<file path="src/rtl/cpu_lsu.sv">
// Load-store unit: turns core load/store requests into handshaked word-bus accesses,
// stalling the core until the bus answers or the access times out.
module cpu_lsu #(
  parameter int unsigned TIMEOUT_CYCLES = 16
) (
  input  logic        clk,
  input  logic        reset,
  input  logic        req_i,
  input  logic        we_i,
  input  logic [2:0]  size_i,
  input  logic [31:0] addr_i,
  input  logic [31:0] wdata_i,
  output logic [31:0] rdata_o,
  output logic        stall_o,
  output logic        misaligned_o,
  output logic        fault_o,
  output logic        mem_req_o,
  output logic        mem_we_o,
  output logic [3:0]  mem_be_o,
  output logic [31:0] mem_addr_o,
  output logic [31:0] mem_wdata_o,
  input  logic [31:0] mem_rdata_i,
  input  logic        mem_ready_i
);

  localparam logic [1:0] S_IDLE = 2'd0;
  localparam logic [1:0] S_WAIT = 2'd1;
  localparam logic [1:0] S_DONE = 2'd2;

  // Counter value seen on the last permitted WAIT cycle.
  localparam logic [7:0] LIMIT = 8'(TIMEOUT_CYCLES - 1);

  logic [1:0]  r_state;
  logic        r_we;
  logic [2:0]  r_size;
  logic [1:0]  r_off;
  logic [3:0]  r_be;
  logic [29:0] r_addr;
  logic [31:0] r_wdata;
  logic [7:0]  r_cnt;
  logic [31:0] r_rdata;
  logic        r_fault;
  logic        r_req;

  logic        w_idle;
  logic        w_wait;
  logic        w_illegal;
  logic        w_bad;
  logic        w_launch;

  function automatic logic [3:0] f_be(input logic [2:0] size, input logic [1:0] off);
    case (size[1:0])
      2'b00:   f_be = 4'b0001 << off;
      2'b01:   f_be = 4'b0011 << off;
      default: f_be = 4'b1111;
    endcase
  endfunction

  function automatic logic [31:0] f_wdata(input logic [2:0] size, input logic [31:0] wd);
    case (size[1:0])
      2'b00:   f_wdata = {4{wd[7:0]}};
      2'b01:   f_wdata = {2{wd[15:0]}};
      default: f_wdata = wd;
    endcase
  endfunction

  // size[2] selects zero extension (BU/HU).
  function automatic logic [31:0] f_extend(input logic [2:0] size, input logic [31:0] word,
                                           input logic [1:0] off);
    logic [31:0] sh;
    sh = word >> {off, 3'b000};
    case (size[1:0])
      2'b00:   f_extend = {{24{sh[7] & ~size[2]}}, sh[7:0]};
      2'b01:   f_extend = {{16{sh[15] & ~size[2]}}, sh[15:0]};
      default: f_extend = sh;
    endcase
  endfunction

  assign w_idle    = (r_state == S_IDLE);
  assign w_wait    = (r_state == S_WAIT);
  assign w_illegal = (size_i == 3'b011) || (size_i == 3'b110) || (size_i == 3'b111) ||
                     (size_i[2] && we_i);
  assign w_bad     = w_illegal || ((size_i[1:0] == 2'b01) && addr_i[0]) ||
                     ((size_i[1:0] == 2'b10) && (addr_i[1:0] != 2'b00));
  assign w_launch  = w_idle && req_i && !w_bad;

  assign misaligned_o = w_idle && req_i && w_bad;
  assign stall_o      = w_launch || w_wait;
  assign rdata_o      = r_rdata;
  assign fault_o      = r_fault;
  assign mem_req_o    = r_req;
  assign mem_we_o     = r_we;
  assign mem_be_o     = r_be;
  assign mem_addr_o   = {r_addr, 2'b00};
  assign mem_wdata_o  = r_wdata;

  always_ff @(posedge clk or negedge reset) begin
    if (!reset) begin
      r_state <= S_IDLE;
      r_we    <= 1'b0;
      r_size  <= 3'b000;
      r_off   <= 2'b00;
      r_be    <= 4'b0000;
      r_addr  <= 30'd0;
      r_wdata <= 32'd0;
      r_cnt   <= 8'd0;
      r_rdata <= 32'd0;
      r_fault <= 1'b0;
      r_req   <= 1'b0;
    end else begin
      r_fault <= 1'b0;
      case (r_state)
        S_IDLE: begin
          if (w_launch) begin
            r_we    <= we_i;
            r_size  <= size_i;
            r_off   <= addr_i[1:0];
            r_be    <= f_be(size_i, addr_i[1:0]);
            r_addr  <= addr_i[31:2];
            r_wdata <= f_wdata(size_i, wdata_i);
            r_cnt   <= 8'd0;
            r_req   <= 1'b1;
            r_state <= S_WAIT;
          end
        end
        S_WAIT: begin
          // A ready arriving on the limit cycle still completes normally.
          if (mem_ready_i) begin
            r_req   <= 1'b0;
            r_cnt   <= 8'd0;
            r_state <= S_DONE;
            if (!r_we) r_rdata <= f_extend(r_size, mem_rdata_i, r_off);
          end else if (r_cnt == LIMIT) begin
            r_req   <= 1'b0;
            r_cnt   <= 8'd0;
            r_rdata <= 32'd0;
            r_fault <= 1'b1;
            r_state <= S_DONE;
          end else begin
            r_cnt <= r_cnt + 8'd1;
          end
        end
        S_DONE:  r_state <= S_IDLE;
        default: r_state <= S_IDLE;
      endcase
    end
  end

endmodule

</file>
<file path="config.mk">
export PLATFORM = sky130hd
export DESIGN_NAME = cpu_lsu
export DESIGN_NICKNAME = d
export VERILOG_FILES = /design/src/rtl/cpu_lsu.sv
export SDC_FILE = /design/constraint.sdc
export NUM_CORES = 1
export LEC_CHECK = 0
export ABC_AREA = 1
export BUFFER_PORTS_ARGS = -buffer_cell sky130_fd_sc_hd__buf_2
export CAP_MARGIN = 20
export CORE_MARGIN = 10
export CORE_UTILIZATION = 55
export CTS_BUF_LIST = sky130_fd_sc_hd__clkbuf_4
export CTS_CLUSTER_DIAMETER = 150
export DETAILED_ROUTE_END_ITERATION = 8
export PLACE_DENSITY = 0.95
export SYNTH_ARGS = -nofsm -noshare
export SYNTH_HDL_FRONTEND = slang
export SYNTH_SLANG_ARGS = --single-unit
export TNS_END_PERCENT = 20
</file>
<file path="constraint.sdc">
create_clock -name clk -period 4.5 [get_ports clk]
set_clock_uncertainty 0.15 [all_clocks]
set_input_delay 0.45 -clock clk [delete_from_list [all_inputs] [get_ports clk]]
set_output_delay 0.45 -clock clk [all_outputs]
set_load 0.02 [all_outputs]
</file>
-- After elaboration in Yosys (flattened, before gate mapping)
Index checks and enable logic that the tools add are counted.
- register bits after elaboration: 116
- word-level logic and storage cells: 74
- add/sub/neg operators: 1
- eq/ne operators: 11
- shift-type cells: 3
- multiplexer cells: 21
- bitwise operators: 3
- reductions and logical operators: 24
- operators with widths (kind ; number):
    one-hot mux 32 bit (2 select lines) ; 2
    two-way mux 32 bit ; 3
    right shift 32 x 5 -> 32 bit ; 1
    two-way mux 8 bit ; 3
    one-hot mux 8 bit (2 select lines) ; 1
    adder 8 x 1 -> 8 bit, second input constant ; 1
    equality test 8 x 4 -> 1 bit, second input constant ; 1
    one-hot mux 4 bit (2 select lines) ; 1
    equality test 2 x 1 -> 1 bit, second input constant ; 3
    equality test 3 bit, second input constant ; 2
    logical AND 1 bit ; 6
    zero test 2 bit ; 3
    logical OR 1 bit ; 6
    two-way mux 1 bit ; 6
    two-way mux 2 bit ; 3
    AND reduction 2 bit ; 3
    AND reduction 3 bit ; 2
    nonzero test 2 bit ; 3
    one-hot mux 2 bit (2 select lines) ; 1
    left shift 1 x 2 -> 4 bit, first input constant ; 1
    left shift 2 x 2 -> 4 bit, first input constant ; 1
    equality test 3 x 2 -> 1 bit, second input constant ; 1
    inequality test 3 x 2 -> 1 bit, second input constant ; 1
    bitwise AND 1 bit ; 2
    6 further kinds ; 6

-- Logic depth before layout (Yosys ltp)
- depth in word-level cells: 10
- mapped depth: 10

-- Worst setup path after synthesis
Ideal clock, no wire load.
- kind: input port to output port
- start: in size_i[1]
- end: out stall_o
- arrival time: 1.313 ns
- setup slack: 2.587 ns
- stages: 8
- cell sequence: buf_4 -> inv_2 -> o21ai_1 -> nand2_1 -> nand3_2 -> buf_6 -> buf_4 -> nand2_1
- cells in the longest elaborated chain, start to end: 9
- elaborated cells between the ends (all ways): 15
- classes of those cells: eq/ne (5); reduce/logical (10)
- RTL lines (element ; line ; RTL):
    from (decl) ; 10 ; input logic [2:0] size_i,
    equality test 3 x 2 -> 1 bit or equality test 3 bit (tied branches) ; 81 ; assign w_illegal = (size_i == 3'b011) || (size_i == 3'b110) || (size_i == 3'b111) ||
    logical OR 1 bit (3 in series) ; 81 ;
    logical OR 1 bit ; 83 ; assign w_bad = w_illegal || ((size_i[1:0] == 2'b01) && addr_i[0]) ||
    logical OR 1 bit (*) ; 83 ;
    zero test 1 bit (*) ; 85 ; assign w_launch = w_idle && req_i && !w_bad;
    logical AND 1 bit (*) ; 85 ;
    logical OR 1 bit (*) ; 88 ; assign stall_o = w_launch || w_wait;
    to (decl) ; 14 ; output logic stall_o,
Every way passes the cells marked *; elsewhere a longest branch is shown, timed or not.

-- Worst setup path in the final report
- start: reg r_off[1]
- end: reg r_rdata[17] (netlist: rdata_o[17])
- cells in the longest elaborated chain, start to end: 5
- elaborated cells between the ends (all ways): 6
- classes of those cells: shift (1); mux (3); bitwise (2)
- RTL lines (element ; line ; RTL):
    from (decl) ; 36 ; logic [1:0] r_off;
    from (signal assigned) ; 117 ; r_off <= addr_i[1:0];
    right shift 32 x 5 -> 32 bit (*) ; 71 ; sh = word >> {off, 3'b000};
    bitwise AND 1 bit, on equally long branches ; 74, 73 ;
    one-hot mux 32 bit (2 select lines) (*) ; 72 ; case (size[1:0])
    two-way mux 32 bit (*) ; 132 ; if (!r_we) r_rdata <= f_extend(r_size, mem_rdata_i, r_off);
    two-way mux 32 bit (*) ; 128 ; if (mem_ready_i) begin
    to (signal assigned) ; 132 ;
    to (decl) ; 41 ; logic [31:0] r_rdata;
Every way passes the cells marked *; elsewhere a longest branch is shown, timed or not. The select of a mux whose other input is x is not followed.
A chain may end at the register's enable or synchronous reset.

==> flow_summary.toml <==
[synth]
ys_types = 33
synth-edff-count = 0
yosys_warnings = 0
synth_ff_type = "dfrtp_1"
synth_area_um2 = 5910
async_reset_ff_frac = 1.00
seq_area_frac_synth = 0.491
syn_avg_cell_area_um2 = 8.02
netlist_instances = 737
ys_ff_latch = 116

[finish]
drive_above_1_share = 0.296
layout_commonest_cell = "nand2_1"
fin_util = 0.710
final_cell_mix = "nand2_1 (231), buf_2 (205), dfrtp_1 (116), o21ai_1 (75), inv_1 (62)"
multi_input_area_um2 = 2410
stdcell_count = 1101
regArea_um2 = 2900
area_growth_pct = 25.1
nNetsFinal = 1056
finalInstanceArea_um2 = 7390
fill_cells = 824

[route]
first_pass_iters = 5
drt-vias-per-instance = 5.26
wl_mm = 18.6
wl_per_cell_um = 16.9
via_count = 5793
ant_nets = 0
drtIter0Drc = 537
drcViolationCount = 0

[place]
gp_congestion = 0.863
place.detailed.hpwl_mm = 12.6
placed_cells = 1037
portBuffers = 206
postPlaceCellArea_um2 = 6810

[worst_setup_path]
r2r-start = "r_off[1]"
r2r_cells = 6
path_max_fanout = 38
cp-start-kind = "flop"
rr_endpoint = "rdata_o[17]"
endpoint_kind = "flop"
worstPathArrival_ps = 2710
worstPathRequired_ps = 4760
cp-startpoint = "r_off[1]"
critPathKind = "flop to flop"
r2r_slack_ps = 2050

[cts]
cts_tree = "done"
hold_buffers = 28
cts_num_sinks = 116
post_cts_buffers = 0
clockBufferDepth = 2
htreeDepth = 4
cts_resized = 0
clk_latency_ps = 520
cts_made_buffers = 17
cts_root_buf = "clkbuf_4"
clkTransAtPathRegs_ps = 130

[timing]
fmax_mhz = 407
fin_crit_sh = 0.545
tns_ps = 0
tightest_slew_ps = 1030
finalCriticalPeriod_ps = 2450
hold_viol_final = 0
setup_violations = 0
slew_violations = 0
rsz0062_at_grt = "false"
slew_headroom = 0.310

[min_path]
hp-start = "wdata_i[26]"
min_to = "mem_wdata_o[26]"
hold_path_depth = 3
hold_class = "input port to flop"

[grt]
grt_antenna_before_repair = 0
overflow = 0
grt_max_degree = 155
grt_usage = 0.240
grt_pass1_vias = 5714
grt_pass1_wl_mm = 28.7

[die]
die_area_um2 = 15300
die_h_um = 124
initial_core_util = 0.567
fp.dieW_um = 124
io-pin-count = 209
rows = 37
core_area_um2 = 10400

[status]
status = "finished clean"

[pwr]
ir_worst_vdd_mv = 0.353
power_density_nw_per_um2 = 567
power_leakage_nw = 4.15

[flow_run]
maxCapViolations = 0
## worst max path at each step
stage | to | slack (ps) | cells after the start
3_5_place_dp | mem_req_o | 2020 | 9
4_1_cts | misaligned_o | 2020 | 3
6_report | rdata_o[17] | 2050 | 6
5_1_grt | rdata_o[29] | 1840 | 6
2_1_floorplan | stall_o | 2590 | 8
3_3_place_gp | mem_req_o | 2070 | 9
## Yosys cell counts (5+ instances only)
library cell,number,area (um^2)
nand2_1,231,867
o211ai_1,7,52.6
o21ai_0,17,85.1
or2_0,5,31.3
buf_4,11,82.6
a21oi_1,56,280
nand3_1,45,225
o21ai_2,5,43.8
inv_1,62,233
nor2_1,24,90.1
buf_6,16,180
nand2_2,17,106
buf_2,10,50.1
dfrtp_1,116,2900
o21ai_1,75,375
clkbuf_1,6,22.5
## cell type report
cell class              instances  area share
multi-input cells             508       0.326
well taps                     136      0.0230
clock inverters                15      0.0168
inverters                      69      0.0361
clock buffers                  17      0.0173
diodes                          1    0.000339
flip-flops and latches        116       0.393
repair buffers                239       0.188
## stage by stage
step	hold slack (ps)	setup slack (ps)	power [W]
floorplan	4.41	2590	0.00287
global placement	309	2070	0.00341
detailed placement	312	2020	0.00347
CTS	8.20	2020	0.00417
global route	4.56	1840	0.00449
finish	47.0	2050	0.00419
## registers in the layout (all words and copies together), names as in the netlist
register,count
r_addr,30
mem_we_o,1
fault_o,1
r_off,2
mem_req_o,1
mem_wdata_o,32
r_size,3
r_state,2
rdata_o,32
r_cnt,8
mem_be_o,4
## power by group
group | total, W | switching (W) | internal, W
combinational | 0.00182 | 0.00121 | 0.000606
clock | 0.000691 | 0.000461 | 0.000231
sequential | 0.00168 | 0.000279 | 0.00140
total | 0.00419 | 0.00195 | 0.00224
## logic make-up after synthesis
family | synth area share
AND/OR/NAND/NOR | 0.255
flip-flops | 0.491
other | 0.000634
buffers and inverters | 0.103
adder cells (fa/ha/maj) | 0.00212
XOR/XNOR | 0.00296
AO/OA/AOI/OAI | 0.145
## routing by layer
metal  global-route usage  share of wire  vias to the layer above
li1                     -              -                     2790
met1                0.272           0.36                     2650
met2                0.388           0.48                      304
met3                0.101           0.13                       49
met4                0.106          0.033                        0
met5                    0              0                        -
## worst max-delay path, stage by stage, from the launching register on
cell and delay (ps):
dfrtp_1 560, inv_1 830, nand3_2 230, nand3_4 220
nand3_4 180, nand2_1 130, nand2_1 50
Note: power is estimated with default switching activity, not from simulation.
